[config.mk]
export PLATFORM = sky130hd
export DESIGN_NAME = led_bank
export DESIGN_NICKNAME = d
export VERILOG_FILES = /design/src/rtl/led_bank.sv
export SDC_FILE = /design/constraint.sdc
export NUM_CORES = 1
export LEC_CHECK = 0
export CAP_MARGIN = 15
export CORE_ASPECT_RATIO = 1.75
export CORE_MARGIN = 2
export CORE_UTILIZATION = 56
export CTS_CLUSTER_SIZE = 12
export DETAILED_ROUTE_END_ITERATION = 10
export PLACE_DENSITY = 0.83
export SYNTH_ARGS = -nofsm -noshare
export SYNTH_HDL_FRONTEND = slang
export SYNTH_SLANG_ARGS = --single-unit
[constraint.sdc]
create_clock -name sys_clk -period 2.6 [get_ports sys_clk]
set_clock_uncertainty 0.1 [all_clocks]
set_input_delay 0.65 -clock sys_clk [delete_from_list [all_inputs] [get_ports sys_clk]]
set_output_delay 0.65 -clock sys_clk [all_outputs]
set_load 0.02 [all_outputs]
[src/rtl/led_bank.sv]
// Multi-channel LED driver: per-channel OFF/ON/BLINK/PWM modes over a shared free-running counter.
// Optional per-channel pulse stretcher compiled in with `define LED_STROBE_EN.
module led_bank #(
    parameter int NUM_CH    = 2,
    parameter int CNT_W     = 24,
    parameter int BLINK_BIT = 20,
    parameter int PWM_W     = 8,
    parameter int TEST_BIT  = 0,
    parameter int HB_CH0    = 1
) (
    input  logic              sys_clk,
    input  logic              sys_rst,
    input  logic              cfg_wr_en,
    input  logic [3:0]        cfg_ch,
    input  logic [1:0]        cfg_mode,
    input  logic [PWM_W-1:0]  cfg_duty,
`ifdef LED_STROBE_EN
    input  logic [NUM_CH-1:0] led_strobe,
`endif
    output logic              cfg_ack,
    output logic              cfg_err,
    output logic [NUM_CH-1:0] sys_leds,
    output logic              sys_test_port
);

    typedef enum logic [1:0] {
        MODE_OFF   = 2'b00,
        MODE_ON    = 2'b01,
        MODE_BLINK = 2'b10,
        MODE_PWM   = 2'b11
    } mode_t;

    logic [CNT_W-1:0]  cnt;
    mode_t             mode_q [NUM_CH];
    logic [PWM_W-1:0]  duty_q [NUM_CH];
    logic [NUM_CH-1:0] led_next;
    logic              ch_valid;
    logic              wr_hit;

    assign ch_valid = ({1'b0, cfg_ch} < 5'(NUM_CH));
    assign wr_hit   = cfg_wr_en && ch_valid;

`ifdef LED_STROBE_EN
    logic [15:0]       stretch_q [NUM_CH];
    logic [NUM_CH-1:0] tail_q;

    // The 16-bit countdown covers 65535 cycles; tail_q extends the force by the final cycle.
    always_ff @(posedge sys_clk) begin
        if (sys_rst) begin
            tail_q <= '0;
            for (int i = 0; i < NUM_CH; i++) stretch_q[i] <= '0;
        end else begin
            for (int i = 0; i < NUM_CH; i++) begin
                tail_q[i] <= (stretch_q[i] == 16'd1);
                if (led_strobe[i])
                    stretch_q[i] <= 16'hFFFF;
                else if (stretch_q[i] != 16'd0)
                    stretch_q[i] <= stretch_q[i] - 16'd1;
            end
        end
    end
`endif

    // NOTE: every output of an always_comb gets a default first so no path leaves it unassigned (no latch).
    always_comb begin
        led_next = '0;
        for (int i = 0; i < NUM_CH; i++) begin
            case (mode_q[i])
                MODE_OFF:   led_next[i] = 1'b0;
                MODE_ON:    led_next[i] = 1'b1;
                MODE_BLINK: led_next[i] = cnt[BLINK_BIT];
                MODE_PWM:   led_next[i] = (cnt[PWM_W-1:0] < duty_q[i]);
                default:    led_next[i] = 1'b0;
            endcase
`ifdef LED_STROBE_EN
            if (stretch_q[i] != 16'd0 || tail_q[i]) led_next[i] = 1'b1;
`endif
        end
    end

    // NOTE: state updates use non-blocking assignments so every register samples pre-edge values.
    // NOTE: mode/duty are a handful of flops rather than a RAM, so they take a reset value.
    always_ff @(posedge sys_clk) begin
        if (sys_rst) begin
            cnt           <= '0;
            cfg_ack       <= 1'b0;
            cfg_err       <= 1'b0;
            sys_leds      <= '0;
            sys_test_port <= 1'b0;
            for (int i = 0; i < NUM_CH; i++) begin
                mode_q[i] <= (HB_CH0 == 1 && i == 0) ? MODE_BLINK : MODE_OFF;
                duty_q[i] <= '0;
            end
        end else begin
            cnt           <= cnt + CNT_W'(1);
            cfg_ack       <= wr_hit;
            cfg_err       <= cfg_wr_en && !ch_valid;
            sys_leds      <= led_next;
            sys_test_port <= cnt[TEST_BIT];
            for (int i = 0; i < NUM_CH; i++) begin
                if (wr_hit && cfg_ch == 4'(i)) begin
                    mode_q[i] <= mode_t'(cfg_mode);
                    duty_q[i] <= cfg_duty;
                end
            end
        end
    end

endmodule

Word-level counts from Yosys, hierarchy flattened

Memories as Yosys holds them, arrays and structs flattened.
Cells that the tools add are included.

Register bits: 29
Memory bits (writable): 20
Input port bits: 17
Output and inout bits: 5
Logic and storage cells: 44
Memories: 2

$add $sub $neg: 1
$lt $le $gt $ge: 3
Eq/ne operators: 7
Mux-type cells: 14
Bitwise logic cells: 4
Reduce and logical (&&, ||, !) cells: 8

Memory list:

| memory | words | bits a word | rd ports | clocked after memory_dff | wr ports | RTL line | source |
|---|---|---|---|---|---|---|---|
| duty_q | 2     | 8           | 2        | 0                        | 2        | 35       | `logic [PWM_W-1:0] duty_q [NUM_CH];` |
| mode_q | 2     | 2           | 2        | 0                        | 2        | 34       | `mode_t mode_q [NUM_CH];` |

Operators with widths:

| kind                    | number |
|---|---|
| $add A24 B1 Y24 const B | 1 |
| $lt A8 B8 Y1            | 2 |
| $mux W8                 | 2 |
| $eq A2 B2 Y1 const B    | 4 |
| $mux W1                 | 8 |
| $pmux W1 S4             | 2 |
| $eq A2 B1 Y1 const B    | 2 |
| $eq A4 B1 Y1 const B    | 1 |
| $logic_and A1 B1 Y1     | 4 |
| $logic_not A2 Y1        | 2 |
| $logic_not A4 Y1        | 1 |
| $lt A4 B2 Y1 const B    | 1 |
| $mux W2                 | 2 |
| $or A1 B1 Y1            | 4 |
| $logic_not A1 Y1        | 1 |

Depth between registers and ports, before layout

Gate-level depths: netlist of the first run.

Depth after elaboration: 7
Depth in mapped cells: 6
Gate-level depth less buffers: 6

Worst setup path after synthesis of the first run

Ideal clock, no wire load.

Path type: input to register
Start point: input cfg_ch[2]
End point: memory duty_q[0][0] (enable)
Library setup time: 0.379 ns
Data arrival time: 1.567 ns
Required time: 2.121 ns
Slack: 0.554 ns
Cell stages on the path: 3
Path buffers: 0
Path through: nor3_1 nand2_1 o21bai_1

RTL lines:

| element         | RTL line | source |
|---|---|---|
| start, declared | 14       | `input logic [3:0] cfg_ch,` |
| end, declared   | 35       |  |

==> reports/results.ini, run 1 <==
[outcome]
status = finished clean

[sta]
setup_violations = 0
timing.final.crit_period_ns = 2.091
slew_headroom = 0.7666
rsz0062_at_grt = no
slew_viol_final = 0
finalHoldViolCount = 0
fin_setup_tns_ns = 0
fmax_ghz = 0.4783
fin_ws_ns = 0.5092
worst_pin_slew_ns = 0.3488
period_share = 0.8042

[route]
wirelength_mm = 3.685
vias = 1530
vias_per_cell = 5.484
drtIter0Drc = 36
drc = 0
ant_nets = 0
wl_per_cell_um = 13.21
dr.pass1.iters = 4

[critical_path]
rr_worst_depth = 5
critPathMaxFanout = 6
cp_num_buf_inv = 2
path_cells = clkdlybuf4s50_1 -> nor3_1 -> nand2_1 -> nor2_1 -> buf_4 -> and2_1
cpLargestDelayFamily = simple AND/OR/NAND/NOR gates
cp_slowest_cell = clkdlybuf4s50_1
cp.required_ns = 2.66
cp.arrival_ns = 2.15
startpoint_type = input port
r2r_setup_slack_ns = 0.61
cp-end-kind = register
cpPeakStageDelay_ns = 0.40
rr_startpoint = cnt[1]$_SDFF_PP0_
cp.depth = 6
path_class = in2reg
r2r-end = cnt[18]$_SDFF_PP0_

[min_path]
holdPathEnd = cnt[17]$_SDFF_PP0_
hold_depth = 2
hp-class = reg2reg
worstHoldStart = cnt[17]$_SDFF_PP0_

[layout]
final_cell_mix = 26 x dfxtp_1, 23 x nor2_1, 21 x clkdlybuf4s50_1
final-seq-area_um2 = 1121
multi_input_area_um2 = 948.4
nNetsFinal = 264
num_antenna_cells = 0
synthToLayoutAreaGrowth_pct = 16.76
drive_gt1_frac = 0.07725
nFillCells = 293
mostFrequentLayoutCell = dfxtp_1

[die]
core-area_um2 = 3665
rows = 29
die_h_um = 86.25
initial_core_util = 0.5906
dieArea_um2 = 4398
io_pins = 22
die_w_um = 51.00

[global_route]
antenna_found_initial = 0
grt_max_degree = 27
grt_pass1_wl_mm = 6.575
grt_usage = 0.2004
grt_pass1_vias = 1553
grt_remaining_overflow = 0

[place]
gp_congestion = 0.7235
portBuffers = 21
place_ws_ns = 0.2004
place.detailed.hpwl_mm = 2.878

[logic_synthesis]
syn_area_um2 = 2165
yosys.area.top_type_share = 0.2775
yosys_warnings = 0
syn-num-nets = 237
syn_area_per_cell_um2 = 10.56
ys_top_cells_by_area = edfxtp_1 28%, dfxtp_1 24%, ha_1 8.7%
ys_ff_latch = 46
yosysTopAreaCell = edfxtp_1
synth-edff-count = 20
synth_flop_cell = dfxtp_1
ys_async_sr_fraction = 0
ys_types = 37
synthCells = 205
yosysSeqAreaShare = 0.5179

[power_and_ir_drop]
power_density_nw_per_um2 = 550.0
power_frac_comb = 0.075
switchingPower_uw = 304.9
peakVddDrop_uv = 542.9
p_leak_nw = 0.9751
sequentialPowerShare = 0.573
power_frac_clock = 0.352
sw_frac_of_total = 0.2193
internal-power_mw = 1.085

[clock_network]
h-tree-depth = 2
cts_buffer_depth = 2
cts-resized-gates = 0
cts.sinks = 46
hold_buffers = 0
cts_setup_buffers = 0
clk_latency_ns = 0.30
cts-buffers-inserted = 5
clk_pin_slew_ns = 0.09
root_buffer = clkbuf_8
cts_tree = built

[run]
max_cap_viol_count = 0

final cells by class:
| cell class | count | share of cell area |
|---|---|---|
| clock buffer | 6 | 0.03713 |
| clock inverter | 2 | 0.005446 |
| inverter | 16 | 0.02376 |
| multi-input combinational | 139 | 0.3752 |
| sequential | 46 | 0.4436 |
| tap | 46 | 0.02277 |
| timing repair buffer | 24 | 0.09208 |
synthesized netlist by cell type (all sizes together), types with 2 or more instances:
| cell type | count |
|---|---|
| nor2b | 4 |
| edfxtp | 20 |
| or4 | 3 |
| or2 | 2 |
| xnor2 | 8 |
| and2 | 10 |
| nand2 | 9 |
| clkbuf | 4 |
| o21ai | 4 |
| a21o | 2 |
| nor2 | 23 |
| xor2 | 6 |
| o22ai | 2 |
| nor3 | 4 |
| nand4 | 11 |
| mux2i | 2 |
| nor4 | 4 |
| nand3 | 8 |
| or3 | 5 |
| ha | 15 |
| dfxtp | 26 |
| a21oi | 6 |
| o31ai | 2 |
| inv | 16 |
| and4 | 2 |
power groups by stage:
stage          combinational [mW]  clock, mW  sequential (mW)
2_1_floorplan              0.0527          0            0.815
3_3_place_gp                0.101          0            0.812
3_5_place_dp                0.105          0            0.814
4_1_cts                     0.106      0.498            0.797
5_1_grt                     0.118      0.530            0.801
6_report                    0.104      0.490            0.796
worst max-delay path by stage:
| stage | from | endpoint | slack, ns |
|---|---|---|---|
| after global routing | cfg_ch[2] | duty_q[0][4]$_DFFE_PP_ | 0.32 |
| after floorplan | cfg_ch[2] | duty_q[0][0]$_DFFE_PP_ | 0.55 |
| final | cfg_ch[2] | duty_q[0][4]$_DFFE_PP_ | 0.51 |
| after global placement | cfg_ch[2] | duty_q[0][13]$_DFFE_PP_ | 0.33 |
| after CTS | cfg_ch[2] | duty_q[0][4]$_DFFE_PP_ | 0.51 |
| after detailed placement | cfg_ch[2] | duty_q[0][4]$_DFFE_PP_ | 0.20 |
registers in the layout, summed over array words and instances (netlist names):
signal / count
duty_q: 16
mode_q: 4
sys_test_port: 1
cfg_err: 1
cnt: 21
sys_leds: 2
cfg_ack: 1
logic make-up (layout without fill, tap and decap cells):
family	Yosys count	count (layout)	share of synthesized area
DFF	46	46	0.5179
muxes	2	2	0.009249
and+or+nand+nor	87	87	0.2243
adders and majority gates	15	15	0.08671
xor gates and xnor gates	14	14	0.05665
buffers and inverters	20	48	0.04393
AOI/OAI and AO/OA	21	21	0.06127
tightest hold or removal path: stages, from the launching register on:
cell     delay (ns)
dfxtp_1        0.33
o31ai_1        0.06
a21oi_1        0.06
metal layers:
layer,vias to the layer above,global-route usage,routed length [um]
met1,717,0.2005,1347
met5,-,0,0
met2,23,0.3802,2174
li1,783,-,-
met4,0,0.08354,66
met3,7,0.04655,96
metrics by stage:
step	total power, mW	hold WS [ns]	std cells	utilization	cell area, um^2
after global routing	1.449	0.4154	279	0.6897	2527
after floorplan	0.8675	0.3492	205	-	2165
after CTS	1.400	0.3893	279	0.6897	2527
after global placement	0.9127	0.3662	271	0.6603	2420
final	1.390	0.3919	279	0.6897	2527
after detailed placement	0.9189	0.3761	271	0.6603	2420
Power figures use the tool's default switching activity.
==> run 2: changes to the inputs <==
Clock period 2.6 ns to 2.1 ns, I/O delays scaled along.
==> reports/results.ini, run 2 (same netlist as run 1, synthesis figures left out) <==
[outcome]
status = finished clean

[global_route]
grt_remaining_overflow = 0
grt_pass1_wl_mm = 6.182
grt_pass1_vias = 1468
antenna_found_initial = 0
grt_usage = 0.1849
grt_max_degree = 27

[clock_network]
hold_buffers = 0
cts_tree = built
root_buffer = clkbuf_8
cts-buffers-inserted = 5
cts.sinks = 46
h-tree-depth = 2
cts-resized-gates = 0
cts_buffer_depth = 2
cts_setup_buffers = 0
clk_latency_ns = 0.29
clk_pin_slew_ns = 0.08

[place]
gp_congestion = 0.7793
place.detailed.hpwl_mm = 2.800
portBuffers = 21
dp_cells = 276

[sta]
rsz0062_at_grt = no
hold_ws_ns = 0.3908
slew_viol_final = 0
finalHoldViolCount = 0
slew_headroom = 0.7315
timing.final.crit_period_ns = 1.928
fin_setup_tns_ns = 0
period_share = 0.9181
fmax_ghz = 0.5187
setup_violations = 0
worst_pin_slew_ns = 0.3991

[route]
vias = 1552
drc = 0
wl_per_cell_um = 12.74
wirelength_mm = 3.618
drtIter0Drc = 18
dr.pass1.iters = 4
vias_per_cell = 5.465
ant_nets = 0

[critical_path]
cpPeakStageDelay_ns = 0.50
cp-end-kind = register
path_class = reg2reg
cp.arrival_ns = 2.06
startpoint_type = register
path_cells = ha_1 -> nand3_2 -> or2_4 -> or4_1 -> a21oi_1
cp.required_ns = 2.23
critPathMaxFanout = 6
cp_slowest_cell = or4_1

[layout]
largest_reg_flops = 21
synthToLayoutAreaGrowth_pct = 18.50
fin_cells = 284
final_cell_mix = 26 x dfxtp_1, 23 x nor2_1, 21 x clkdlybuf4s50_1
nNetsFinal = 269
largest_registers = cnt x21, duty_q x16, mode_q x4
regMostFlops = cnt
mostFrequentLayoutCell = dfxtp_1
num_antenna_cells = 0
nFillCells = 282
drive_gt1_frac = 0.09244

[die]
die_w_um = 51.00
initial_core_util = 0.5906
core-area_um2 = 3665
dieArea_um2 = 4398
die_h_um = 86.25
io_pins = 22
rows = 29

[min_path]
hp-class = reg2reg

[run]
max_cap_viol_count = 0

[power_and_ir_drop]
power_density_nw_per_um2 = 682.4
peakVddDrop_uv = 546.1
p_leak_nw = 0.9993

-- run 2: through the flow --
step           worst slack (ns)  instance area (um^2)    util  power (mW)
2_1_floorplan            0.1790                  2165       -       1.074
3_3_place_gp            0.04927                  2457  0.6705       1.131
3_5_place_dp           -0.05879                  2457  0.6705       1.138
4_1_cts                  0.1635                  2565  0.6999       1.761
5_1_grt                 0.08322                  2565  0.6999       1.814
6_report                 0.1719                  2565  0.6999       1.750
-- run 2: power by group --
part	internal [mW]	total [mW]	switching (mW)
sequential	0.967	0.984	0.0167
clock	0.361	0.636	0.275
combinational	0.0699	0.131	0.0611
-- run 2: per-layer routing --
metal  GRT usage  part of all wire  wire length [um]
met5           0                 0                 0
met4     0.05897             0.017                60
met3     0.04138             0.031               112
met2      0.3636              0.58              2095
met1      0.1821              0.37              1350
-- run 2: path summary, 6_finish.rpt --
check                           from                  to  slack [ns]  depth (start not counted)
setup / recovery   cnt[1]$_SDFF_PP0_  cnt[18]$_SDFF_PP0_        0.17                          5
hold / removal    cnt[18]$_SDFF_PP0_  cnt[18]$_SDFF_PP0_        0.39                          2
setup reg to reg   cnt[1]$_SDFF_PP0_  cnt[18]$_SDFF_PP0_        0.17                          5
hold reg to reg   cnt[18]$_SDFF_PP0_  cnt[18]$_SDFF_PP0_        0.39                          2
-- run 2: worst max-delay path: cells and delay by family, from the launching register on --
| kind | cells | cell delay, ns |
|---|---|---|
| flip-flops | 1 | 0.42 |
| AO/OA/AOI/OAI | 1 | 0.16 |
| adder cells (fa/ha/maj) | 1 | 0.24 |
| AND/OR/NAND/NOR | 3 | 0.95 |
-- run 2: cell type report --
| class | instances | area, um^2 | area share |
|---|---|---|---|
| timing repair buffer | 29 | 270.3 | 0.1054 |
| clock inverter | 1 | 30.03 | 0.01171 |
| multi-input combinational | 139 | 948.4 | 0.3698 |
| inverter | 16 | 60.06 | 0.02341 |
| tap | 46 | 57.56 | 0.02244 |
| clock buffer | 7 | 77.57 | 0.03024 |
| sequential | 46 | 1121 | 0.4371 |
==> run 3: changes to the inputs <==
Settings changed: ABC_AREA set to 1, PLACE_DENSITY 0.83 to 0.87.
==> reports/results.ini, run 3 <==
[outcome]
status = finished clean

[die]
core-area_um2 = 3904
die_h_um = 88.41
rows = 30
initial_core_util = 0.5840
io_pins = 22
die_w_um = 52.23
dieArea_um2 = 4617

[critical_path]
path_cells = clkdlybuf4s50_1
rr_startpoint = cnt[0]$_SDFF_PP0_
cp-end-kind = output port
startpoint_type = register
r2r-end = cnt[18]$_SDFF_PP0_
cpLargestDelayFamily = buffers and inverters
r2r_setup_slack_ns = 0.45
path_class = reg2out
setup.worst_path.start = sys_leds[1]$_SDFF_PP0_
cp_num_buf_inv = 1
cp.arrival_ns = 1.22
cp.depth = 1
cpPeakStageDelay_ns = 0.60
rr_worst_depth = 8
cp_slowest_cell = clkdlybuf4s50_1
cp.required_ns = 1.47
critPathMaxFanout = 1

[clock_network]
cts_setup_buffers = 0
root_buffer = clkbuf_8
cts-buffers-inserted = 5
hold_buffers = 0
h-tree-depth = 2
clk_latency_ns = 0.30
cts-resized-gates = 0
cts_buffer_depth = 2
clk_pin_slew_ns = 0.08
cts_tree = built
cts.sinks = 46

[logic_synthesis]
syn_area_per_cell_um2 = 8.084
syn_area_um2 = 2280
synthCells = 282
synth_flop_cell = dfxtp_1
yosysSeqAreaShare = 0.4918
ys_ff_latch = 46
ys_types = 24
syn-num-nets = 314
yosys.area.top_type_share = 0.2634
yosysMostFrequentCell = nand2_1
yosys_warnings = 0
ys_top_cells_by_count = 64 x nand2_1, 50 x inv_1, 46 x nor2_1
ys_async_sr_fraction = 0
ys_top_cells_by_area = edfxtp_1 26%, dfxtp_1 23%, nand2_1 11%
yosysTopAreaCell = edfxtp_1
synth-edff-count = 20

[global_route]
grt_pass1_vias = 1750
grt_max_degree = 15
grt_remaining_overflow = 0
grt_pass1_wl_mm = 7.120
antenna_found_initial = 0
grt_usage = 0.2095

[layout]
fin_cells = 360
largest_reg_flops = 21
synthToLayoutAreaGrowth_pct = 16.74
largest_registers = cnt x21, duty_q x16, mode_q x4
nNetsFinal = 343
num_antenna_cells = 0
regMostFlops = cnt
mostFrequentLayoutCell = nand2_1
final_cell_mix = 64 x nand2_1, 50 x inv_1, 46 x nor2_1
fin_util = 0.6817
final_area_um2 = 2661
drive_gt1_frac = 0.06410

[sta]
slew_viol_final = 0
period_share = 0.8762
fmax_ghz = 0.5435
setup_violations = 0
fin_setup_tns_ns = 0
slew_headroom = 0.8161
finalHoldViolCount = 0
rsz0062_at_grt = no
worst_pin_slew_ns = 0.2755
fin_ws_ns = 0.2599
timing.final.crit_period_ns = 1.840
hold_ws_ns = 0.3958

[route]
route.met3.wl_um = 74
wl_met1_mm = 1.566
drtIter0Drc = 22
wl_per_cell_um = 11.40
dr_wl_met2_mm = 2.324
vias = 1781
top_layer = met4
wirelength_mm = 4.103
drc = 0
vias_per_cell = 4.947
ant_nets = 0
dr.pass1.iters = 3

[power_and_ir_drop]
peakVddDrop_uv = 486.2
p_leak_nw = 1.202
p_total_mw = 1.631
power_density_nw_per_um2 = 612.8

[place]
dp_cells = 352
place.detailed.hpwl_mm = 3.235
placed_cell_area_um2 = 2580
place_ws_ns = 0.04173
gp_congestion = 0.8241
portBuffers = 21

[min_path]
holdPathEnd = cnt[17]$_SDFF_PP0_
hp-class = reg2reg
worstHoldStart = cnt[17]$_SDFF_PP0_
hold_depth = 2

[run]
max_cap_viol_count = 0

## run 3: where the power goes
part           switching, mW  leakage [nW]  internal [mW]
registers             0.0161         0.403          0.966
clock network          0.278        0.0388          0.228
logic                 0.0726         0.760         0.0709
## run 3: cell type report
class,count,area (um^2)
Tap cell,48,60.06
Multi-Input combinational cell,182,954.7
Fill cell,325,1242
Timing Repair Buffer,25,252.7
Clock buffer,6,72.57
Clock inverter,2,8.758
Inverter,51,191.4
Sequential cell,46,1121
## run 3: worst max path at each step
stage and end:
6_report sys_leds[1], 5_1_grt sys_leds[1], 4_1_cts sys_leds[1], 3_5_place_dp duty_q[0][8]$_DFFE_PP_
3_3_place_gp duty_q[0][1]$_DFFE_PP_, 2_1_floorplan duty_q[0][0]$_DFFE_PP_
## run 3: kinds of logic (layout without fill, tap and decap cells)
logic type      Yosys count  count (layout)  share of synthesized area
compound gates           29              29                    0.06805
xor+xnor                  1               1                   0.003843
fa+ha+maj                15              15                    0.08233
buf+inv                  54              84                    0.08946
flops                    46              46                     0.4918
simple gates            137             137                     0.2645
## run 3: routing by layer
metal / GRT usage / up-vias
li1: - / 949
met1: 0.1978 / 802
met2: 0.4051 / 18
met3: 0.03547 / 12
met4: 0.1189 / 0
met5: 0 / -
